<file path="config.mk">
export PLATFORM = sky130hd
export DESIGN_NAME = cdb_result_queue
export DESIGN_NICKNAME = d
export VERILOG_FILES = /design/src/rtl/cdb_result_queue.sv
export SDC_FILE = /design/constraint.sdc
export NUM_CORES = 1
export LEC_CHECK = 0
export CAP_MARGIN = 20
export CORE_MARGIN = 3
export CORE_UTILIZATION = 40
export DETAILED_ROUTE_END_ITERATION = 6
export DONT_BUFFER_PORTS = 1
export MAX_ROUTING_LAYER = met4
export PLACE_DENSITY = 0.6
export SLEW_MARGIN = 40
export SYNTH_ARGS = -nofsm -noshare
export SYNTH_HDL_FRONTEND = slang
export SYNTH_SLANG_ARGS = --single-unit
export TNS_END_PERCENT = 5
</file>
<file path="constraint.sdc">
create_clock -name clock -period 4.9 [get_ports clock]
set_input_delay 0.245 -clock clock [delete_from_list [all_inputs] [get_ports clock]]
set_output_delay 0.245 -clock clock [all_outputs]
set_load 0.02 [all_outputs]
</file>
<file path="src/rtl/cdb_result_queue.sv">
// Requester-side CDB lane endpoint: buffers completed FU results, requests the CDB
// while un-promised work exists, and presents the head result in the grant cycle.
module cdb_result_queue #(
  parameter int DEPTH  = 4,
  parameter int TAG_W  = 6,
  parameter int DATA_W = 32
) (
  input  logic                       clock,
  input  logic                       reset,
  input  logic                       squash,
  input  logic                       in_valid,
  input  logic [TAG_W-1:0]           in_tag,
  input  logic [DATA_W-1:0]          in_data,
  output logic                       in_ready,
  output logic                       cdb_req,
  input  logic                       cdb_gnt,
  output logic                       out_valid,
  output logic [TAG_W-1:0]           out_tag,
  output logic [DATA_W-1:0]          out_data,
  output logic [$clog2(DEPTH):0]     count,
  output logic                       protocol_err
);

  localparam int PW = $clog2(DEPTH);
  localparam int CW = PW + 1;
  localparam logic [CW-1:0] DEPTH_C = CW'(DEPTH);

  logic [PW-1:0]     head_q, head_d;
  logic [PW-1:0]     tail_q, tail_d;
  logic [CW-1:0]     count_q, count_d;
  logic              inflight_q, inflight_d;
  logic              dropped_q, dropped_d;
  logic              err_q, err_d;

  logic [TAG_W-1:0]  tag_mem  [DEPTH];
  logic [DATA_W-1:0] data_mem [DEPTH];

  logic not_empty;
  logic pop;
  logic push;
  logic gnt_err;

  always_comb begin
    not_empty = (count_q != '0);
    // A grant is only honoured for the head entry promised by last cycle's request;
    // a grant landing right after a squash belongs to flushed work and is dropped.
    pop       = cdb_gnt && inflight_q && not_empty && !dropped_q;
    gnt_err   = cdb_gnt && !pop && !dropped_q;
    in_ready  = (count_q < DEPTH_C) || pop;
    push      = in_valid && in_ready && !squash;
    cdb_req   = (count_q > {{PW{1'b0}}, inflight_q}) && !squash;
  end

  always_comb begin
    head_d     = head_q;
    tail_d     = tail_q;
    count_d    = count_q;
    inflight_d = cdb_req;
    dropped_d  = squash;
    err_d      = err_q | gnt_err;
    if (squash) begin
      head_d     = tail_q;
      count_d    = '0;
      inflight_d = 1'b0;
    end else begin
      if (push) tail_d = tail_q + PW'(1);
      if (pop)  head_d = head_q + PW'(1);
      if (push && !pop)      count_d = count_q + CW'(1);
      else if (pop && !push) count_d = count_q - CW'(1);
    end
  end

  always_ff @(posedge clock) begin
    if (reset) begin
      head_q     <= '0;
      tail_q     <= '0;
      count_q    <= '0;
      inflight_q <= 1'b0;
      dropped_q  <= 1'b0;
      err_q      <= 1'b0;
    end else begin
      head_q     <= head_d;
      tail_q     <= tail_d;
      count_q    <= count_d;
      inflight_q <= inflight_d;
      dropped_q  <= dropped_d;
      err_q      <= err_d;
    end
  end

  // Storage carries no reset; occupancy alone decides which slots are meaningful.
  always_ff @(posedge clock) begin
    if (push && !reset) begin
      tag_mem[tail_q]  <= in_tag;
      data_mem[tail_q] <= in_data;
    end
  end

  always_comb begin
    out_valid = pop;
    out_tag   = pop ? tag_mem[head_q]  : '0;
    out_data  = pop ? data_mem[head_q] : '0;
  end

  assign count        = count_q;
  assign protocol_err = err_q;

endmodule

</file>
Word level (Yosys, flattened, before mapping)
Memories as Yosys holds them, arrays and structs flattened. A register that Yosys moved wholly into a read port is not among the register bits.
Index checks and enable logic that the tools add are counted.

word-level totals
  register bits after elaboration = 10
  bits in latches = 0
  memory bits (writable) = 152
  bits in read-only memories = 0
  input bits = 43
  memories kept = 2

operators by class
  add/sub/neg operators = 4
  $mul = 0
  divide/modulo/power cells = 0
  $lt $le $gt $ge = 2
  eq/ne operators = 0
  shift operators = 0
  mux-type cells = 12
  bitwise logic cells = 2
  reductions and logical operators = 22

memory list
  memory    depth  width  rd ports  clocked after memory_dff  wr ports  RTL line  RTL
  data_mem  4      32     1         1                         1         36        logic [DATA_W-1:0] data_mem [DEPTH];
  tag_mem   4      6      1         1                         1         35        logic [TAG_W-1:0] tag_mem [DEPTH];

operators with widths
  kind                   count
  $mux W32               1
  $mux W2                6
  $logic_and A1 B1 Y1    11
  $mux W3                2
  $mux W6                1
  $logic_not A1 Y1       5
  $add A2 B1 Y2 const B  2
  $reduce_bool A2 Y1     2
  $add A3 B1 Y3 const B  1
  $gt A3 B1 Y1           1
  $lt A3 B3 Y1 const B   1
  $reduce_bool A3 Y1     1
  $sub A3 B1 Y3 const B  1
  $mux W1                2
  $reduce_and A2 Y1      1
  $reduce_or A2 Y1       1
  $logic_or A1 B1 Y1     1
  $not A1 Y1             1
  $or A1 B1 Y1           1

Depth between registers and ports, before layout
Gate-level depths: netlist (run 1).

  word-level depth = 10
  mapped depth = 9

Worst setup path after synthesis (run 1)
Ideal clock, no wire load.

  path type = input to register
  from = input squash
  to = memory data_mem[0][0], enable pin
  library setup time = 399 ps
  arrival time = 1856 ps
  slack = 2646 ps
  stages = 4
  path through = clkbuf_1 -> nand2b_1 -> a211oi_1 -> and2_1

on the way
  longest elaborated chain between the ends = 5

ends and longest elaborated chain
  element                        RTL line  RTL
  start, declared                10        input logic squash,
  $logic_not A1 Y1               50        push = in_valid && in_ready && !squash;
  $logic_and A1 B1 Y1            50
  $logic_and A1 B1 Y1            93        if (push && !reset) begin
  $mux W1                        93
  $mux W1 (implied by the code)  95        data_mem[tail_q] <= in_data;
  end, declared                  36

Every way passes these cells.

Worst setup path after layout (run 1)
  from = register count_q[2], in the netlist count[2]
  to = output out_data[21]

on the way
  longest elaborated chain between the ends = 4

ends and longest elaborated chain
  element                           RTL line  RTL
  start, declared                   30        logic [CW-1:0] count_q, count_d;
  start signal, assigned            84        count_q <= count_d;
  $reduce_bool A3 Y1                44        not_empty = (count_q != '0);
  $logic_and A1 B1 Y1 (2 in a row)  47        pop = cdb_gnt && inflight_q && not_empty && !dropped_q;
  via out_valid                     17        output logic out_valid,
  $mux W32                          102       out_data = pop ? data_mem[head_q] : '0;
  end, declared                     19        output logic [DATA_W-1:0] out_data,

The timed path passes the listed nets, and every way through them passes these cells.

==> results of run 1 <==
[worst max-delay path by stage]
stage / end / slack (ns)
floorplan: data_mem[0][0]$_DFFE_PP_ / 2.65
global route: out_tag[5] / 2.16
detailed placement: count[2]$_SDFFE_PP0P_ / 2.62
global placement: tag_mem[3][3]$_DFFE_PP_ / 2.67
finish: out_data[21] / 2.35
CTS: out_data[21] / 2.30
[cell type report]
class | count | share of cell area
multi-input combinational | 125 | 0.1948
inverter | 7 | 0.003443
antenna | 1 | 0.0003279
timing repair buffer | 42 | 0.05639
clock buffer | 28 | 0.06770
tap | 211 | 0.03459
clock inverter | 4 | 0.01230
sequential | 164 | 0.6305
[stage by stage]
step	instances	worst slack [ns]	util
6_report	582	2.346	0.4947
2_1_floorplan	310	2.646	-
3_5_place_dp	507	2.624	0.4271
4_1_cts	580	2.298	0.4933
5_1_grt	581	2.164	0.4946
3_3_place_gp	507	2.667	0.4266
[cells by family (layout without fill, tap and decap cells)]
family                     count (synthesis)  in the layout  synth area share
other                                      0              1                 0
AOI/OAI and AO/OA                         11             11           0.01153
muxes                                     41             41            0.1386
DFF                                      164            164            0.7506
buffers and inverters                     21             81           0.01876
and+or+nand+nor                           64             64           0.06294
xor gates and xnor gates                   2              2          0.002737
adders and majority gates                  7              7           0.01486
[sequential cells by signal, summed over array words and instances, names as in the netlist, named ones only]
| register | flops |
|---|---|
| head_q | 2 |
| data_mem | 128 |
| dropped_q | 1 |
| inflight_q | 1 |
| protocol_err | 1 |
| count | 3 |
| tail_q | 2 |
| tag_mem | 24 |
[where the power goes]
| group | internal, mW | switching [mW] |
|---|---|---|
| logic | 0.0756 | 0.0587 |
| clock network | 0.870 | 0.475 |
| registers | 1.55 | 0.0238 |
[routing by layer]
| metal | up-vias | global-route usage |
|---|---|---|
| met1 | 1552 | 0.1790 |
| met2 | 73 | 0.2201 |
| met3 | 10 | 0.04867 |
| met4 | 0 | 0.03984 |
| li1 | 1324 | - |
| met5 | - | - |
[cell usage in the layout (no fill, tap or decap), types with 3 or more instances in the layout]
cell,instances
a21oi_1,3
and2_1,38
and2_4,4
bufinv_16,3
clkbuf_1,6
clkbuf_16,17
clkbuf_8,5
dfxtp_1,10
dlygate4sd3_1,41
edfxtp_1,152
ha_1,6
inv_1,6
mux4_2,38
nand2b_1,3
nor2_1,8
[worst max-delay path: cells and delay by family (launching register included)]
kind | cells | cell delay, ns
flip-flops | 1 | 0.63
buffers and inverters | 1 | 0.50
AND/OR/NAND/NOR | 3 | 0.75
==> run_results.csv, run 1 <==
group,metric,value,unit
route,drc,0,
sta,fin_tns_setup,0,ns
logic_synthesis,synth_top_area_cell,"edfxtp_1",
die,core.rowCount,45,
die,die_area,17560,um2
flow_run,cap_violations,0,
logic_synthesis,syn-num-nets,360,
route,ant_nets,0,
setup_path,arrival,2.31,ns
setup_path,cp.required,4.66,ns
logic_synthesis,ys_types,33,
route,routed_wl,11570,um
sta,setup_viol,0,
route,avgViaCountPerCell,5.084,
die,die_y,132.5,um
cts,clock_path_buffers,2,
pwr,p_total,3.055,mW
cts,ctsResizeCount,0,
logic_synthesis,synth_ff_type,"edfxtp_1",
sta,fmax,391.6,MHz
logic_synthesis,synthTopCellsByCount,"edfxtp_1 (152), and2_1 (42), mux4_2 (38), dfxtp_1 (12), nor2_1 (8)",
placement,placed_area,6589,um2
setup_path,path_max_fanout,39,
route,vias,2959,
cts,cts_buffers,17,
route,first_pass_iters,4,
setup_path,worst-r2r-setup-slack,2.62,ns
final_layout,drive_gt1_frac,0.2081,
sta,slew_violations,0,
final_layout,multiInputGateArea,1486,um2
logic_synthesis,yosys.cell_count.top_type,"edfxtp_1",
placement,hpwl,6604,um
hold_path,worstHoldStart,"squash",
route,drt-met1-wl,5079,um
hold_path,holdPathStages,2,
logic_synthesis,synth_top_area_frac,0.7131,
logic_synthesis,synth_seq_area_share,0.7506,
sta,worstMarginPinSlew,0.6845,ns
pwr,leakage,2.465,nW
final_layout,nFillCells,1324,
logic_synthesis,avgSynthCellArea,20.65,um2
sta,hold_viol,0,
logic_synthesis,ys_warn_count,0,
logic_synthesis,ys_async_sr_fraction,0,
cts,clock_latency,0.41,ns
sta,rsz0062_at_grt,"no",
final_layout,regArea,4812,um2
logic_synthesis,syn_inst,310,
pwr,vdd_drop_max,0.2414,mV
setup_path,worstSetupStartpointType,"flip-flop",
die,start_util,0.4149,
route,drt_iter0_drc,274,
setup_path,end_kind,"output port",
cts,clk_pin_slew,0.05,ns
route,top_layer,"met4",
global_route,grt_max_degree,40,
route,routed-wl-met3,625,um
setup_path,crit_chain,"nor3_4, or2_4, inv_2, and2_1",
final_layout,syn_to_final_growth,19.23,%
logic_synthesis,syn_area,6401,um2
cts,cts_tree,"done",
cts,holdBufCountCts,41,
cts,post_cts_buffers,0,
setup_path,critPathMaxStageDelay,0.63,ns
cts,h-tree-depth,4,
setup_path,critPathKind,"flip-flop to output port",
die,pin_count,88,
hold_path,min_path_type,"input pin to flip-flop",
setup_path,r2r_cells,8,
sta,slew_headroom,0.5430,
final_layout,stdcell_area,7632,um2
setup_path,critPathSlowestCell,"dfxtp_1",
cts,clkSinkCount,164,
die,fp.dieW,132.5,um
sta,min_period,2.554,ns
route,avgRoutedWirePerCell,19.88,um
die,core_area,15430,um2
route,wl_met2,5758,um
setup_path,startpoint,"count[2]$_SDFFE_PP0P_",
global_route,grt_use_total,0.1417,
logic_synthesis,synth_area_leaders,"edfxtp_1 (71%), mux4_2 (13%), and2_1 (4.1%), dfxtp_1 (3.8%), ha_1 (1.2%)",
sta,period_share,0.5212,
pwr,power_density,400.3,nW/um2
cts,root_buffer,"clkbuf_16",
global_route,grt_first_pass_wirelength,18340,um
setup_path,r2r_start,"count[2]$_SDFFE_PP0P_",
sta,finalClockSkew,0.007660,ns
setup_path,worstReg2RegEnd,"count[2]$_SDFFE_PP0P_",
placement,io_buffers,0,
logic_synthesis,yosys_register_bits,164,
status,status,"finished clean",
global_route,antenna_found_initial,0,
global_route,grt_pass1_vias,3269,
sta,fin_hold_ws,0.03541,ns
global_route,grt_overflow,0,
placement,globalplace.congestion,0.6996,
logic_synthesis,synth_edf_count,152,
final_layout,nNetsFinal,407,
Note: power is estimated with default switching activity, not from simulation.
==> run 2, diff against run 1 <==
PLACE_DENSITY = 0.62   (was 0.6)
clock period = 2.3 ns   (was 4.9 ns; I/O delays follow)
==> run 2 against run 1 <==
Net effect: register-to-register slack got worse by 2.4 ns; largest cell class unchanged; total power rose by 110%; design area up 1.4%; wire length shrank 2.7%; critical path type is now flip-flop to flip-flop; largest power group unchanged.
==> run_results.csv, run 2 (synthesis results as in run 1) <==
group,metric,value,unit
placement,hpwl,6578,um
setup_path,worstSetupStartpointType,"flip-flop",
global_route,grt_max_degree,40,
setup_path,path_buf_inv,1,
pwr,p_seq_frac,0.517,
cts,clkSinkCount,164,
cts,cts_tree,"done",
setup_path,critPathMaxStageDelay,0.39,ns
sta,hold_viol,0,
final_layout,final_cell_mix,"edfxtp_1 (152), dlygate4sd3_1 (41), mux4_2 (38), and2_1 (38), clkbuf_16 (17)",
sta,fin_ws,0.2090,ns
placement,globalplace.congestion,0.7416,
final_layout,nNetsFinal,416,
setup_path,critPathSlowestCell,"dfxtp_1",
route,ant_nets,0,
global_route,grt_use_total,0.1392,
final_layout,largest_reg_flops,128,
route,avgViaCountPerCell,4.993,
hold_path,whs_endpoint,"tail_q[1]$_SDFFE_PP0P_",
setup_path,worst-r2r-setup-slack,0.21,ns
global_route,antenna_found_initial,1,
pwr,p_int,5.185,mW
cts,post_cts_buffers,0,
route,vias,2951,
setup_path,arrival,2.43,ns
die,pin_count,88,
sta,fin_tns_setup,0,ns
hold_path,min_path_type,"input pin to flip-flop",
setup_path,cpLargestDelayFamily,"adder cells",
setup_path,crit_chain,"nand3b_4, a21oi_2, ha_1, inv_1, fa_1, xor2_1, or3_1, a21oi_1",
final_layout,syn_to_final_growth,20.88,%
pwr,leakage,2.502,nW
route,drt_iter0_drc,162,
final_layout,regArea,4810,um2
global_route,grt_overflow,0,
setup_path,worstReg2RegEnd,"count[2]$_SDFFE_PP0P_",
final_layout,nFillCells,1270,
final_layout,drive_gt1_frac,0.2348,
sta,fmax,478.2,MHz
pwr,clockPowerShare,0.433,
sta,min_period,2.091,ns
pwr,sw_frac_of_total,0.1944,
global_route,grt_pass1_vias,3239,
hold_path,worstHoldStart,"in_valid",
pwr,p_sw,1.251,mW
placement,preCtsSetupSlack,0.2147,ns
setup_path,r2r_start,"inflight_q$_SDFF_PP0_",
status,status,"finished clean",
global_route,grt_first_pass_wirelength,17850,um
cts,clock_path_buffers,2,
pwr,p_comb_frac,0.050,
final_layout,stdcell_area,7737,um2
placement,placed_area,6731,um2
setup_path,end_kind,"flip-flop",
cts,root_buffer,"clkbuf_16",
setup_path,path_max_fanout,8,
pwr,p_total,6.436,mW
final_layout,mostFrequentLayoutCell,"edfxtp_1",
route,first_pass_iters,4,
route,routed-wl-met3,627,um
sta,setup_viol,0,
final_layout,multiInputGateArea,1481,um2
die,fp.dieW,132.5,um
hold_path,holdPathStages,3,
sta,rsz0062_at_grt,"no",
die,die_area,17560,um2
cts,clock_latency,0.42,ns
die,core.rowCount,45,
setup_path,r2r_cells,8,
sta,period_share,0.9092,
sta,slew_headroom,0.6860,
route,drc,0,
cts,clk_pin_slew,0.06,ns
die,die_y,132.5,um
sta,fin_hold_ws,0.02125,ns
placement,io_buffers,0,
sta,finalClockSkew,0.01044,ns
final_layout,instances_no_fill,591,
final_layout,final_util,0.5015,
sta,slew_violations,0,
route,routed_wl,11270,um
final_layout,top_register,"data_mem",
route,wl_met2,5636,um
placement,dpl.cell_count,517,
setup_path,cp.required,2.64,ns
cts,h-tree-depth,4,
route,avgRoutedWirePerCell,19.06,um
die,core_area,15430,um2
sta,worstMarginPinSlew,0.4704,ns
setup_path,critPathKind,"flip-flop to flip-flop",
pwr,power_density,831.8,nW/um2
route,top_layer,"met4",
flow_run,cap_violations,0,
cts,cts_buffers,17,
pwr,vdd_drop_max,0.4800,mV
die,start_util,0.4149,
route,drt-met1-wl,4857,um
setup_path,critical_path_depth,8,
-- run 2: cell count changes in the layout (fill, tap and decap cells not counted), sizes merged --
cell / before / now
clkinv: 1 / 4
buf: 1 / 10
inv: 7 / 8
clkinvlp: 0 / 4
clkbuf: 28 / 20
-- run 2: worst max path at each step --
stage | from | end | slack, ns
after detailed placement | inflight_q$_SDFF_PP0_ | count[2]$_SDFFE_PP0P_ | 0.21
after global placement | inflight_q$_SDFF_PP0_ | count[2]$_SDFFE_PP0P_ | 0.27
after floorplan | inflight_q$_SDFF_PP0_ | data_mem[2][0]$_DFFE_PP_ | 0.12
after global routing | count[2]$_SDFFE_PP0P_ | out_data[29] | 0.03
after CTS | inflight_q$_SDFF_PP0_ | out_data[29] | 0.06
final | inflight_q$_SDFF_PP0_ | count[2]$_SDFFE_PP0P_ | 0.21
-- run 2: layer usage --
layer,GRT usage,up-vias
met2,0.2136,73
met1,0.1719,1519
met3,0.05019,18
met5,-,-
met4,0.05023,0
li1,-,1341
-- run 2: repair_timing --
action                                 CTS  global route
resized for setup                        0             1
setup endpoints to repair                0            35
hold buffers                            41             0
endpoints found under the hold margin  164             0
-- run 2: worst reg2reg max path: stages (launching register included) --
cell	delay, ns
dfxtp_1	0.39
nand3b_4	0.14
a21oi_2	0.24
ha_1	0.23
inv_1	0.06
fa_1	0.37
xor2_1	0.15
or3_1	0.31
a21oi_1	0.14
-- run 2: area by class of cell --
cell class	instances	area share
Sequential cell	164	0.6216
Multi-Input combinational cell	125	0.1915
Timing Repair Buffer	51	0.07245
Clock buffer	20	0.05644
Tap cell	211	0.03412
Clock inverter	12	0.02005
Inverter	7	0.003558
Antenna cell	1	0.0003234
-- run 2: power by group through the flow --
stage | clock network (mW) | registers, mW | logic (mW)
global route | 2.98 | 3.33 | 0.356
finish | 2.78 | 3.33 | 0.324
floorplan | 0 | 3.39 | 0.193
detailed placement | 0 | 3.39 | 0.243
CTS | 2.86 | 3.33 | 0.332
global placement | 0 | 3.39 | 0.243
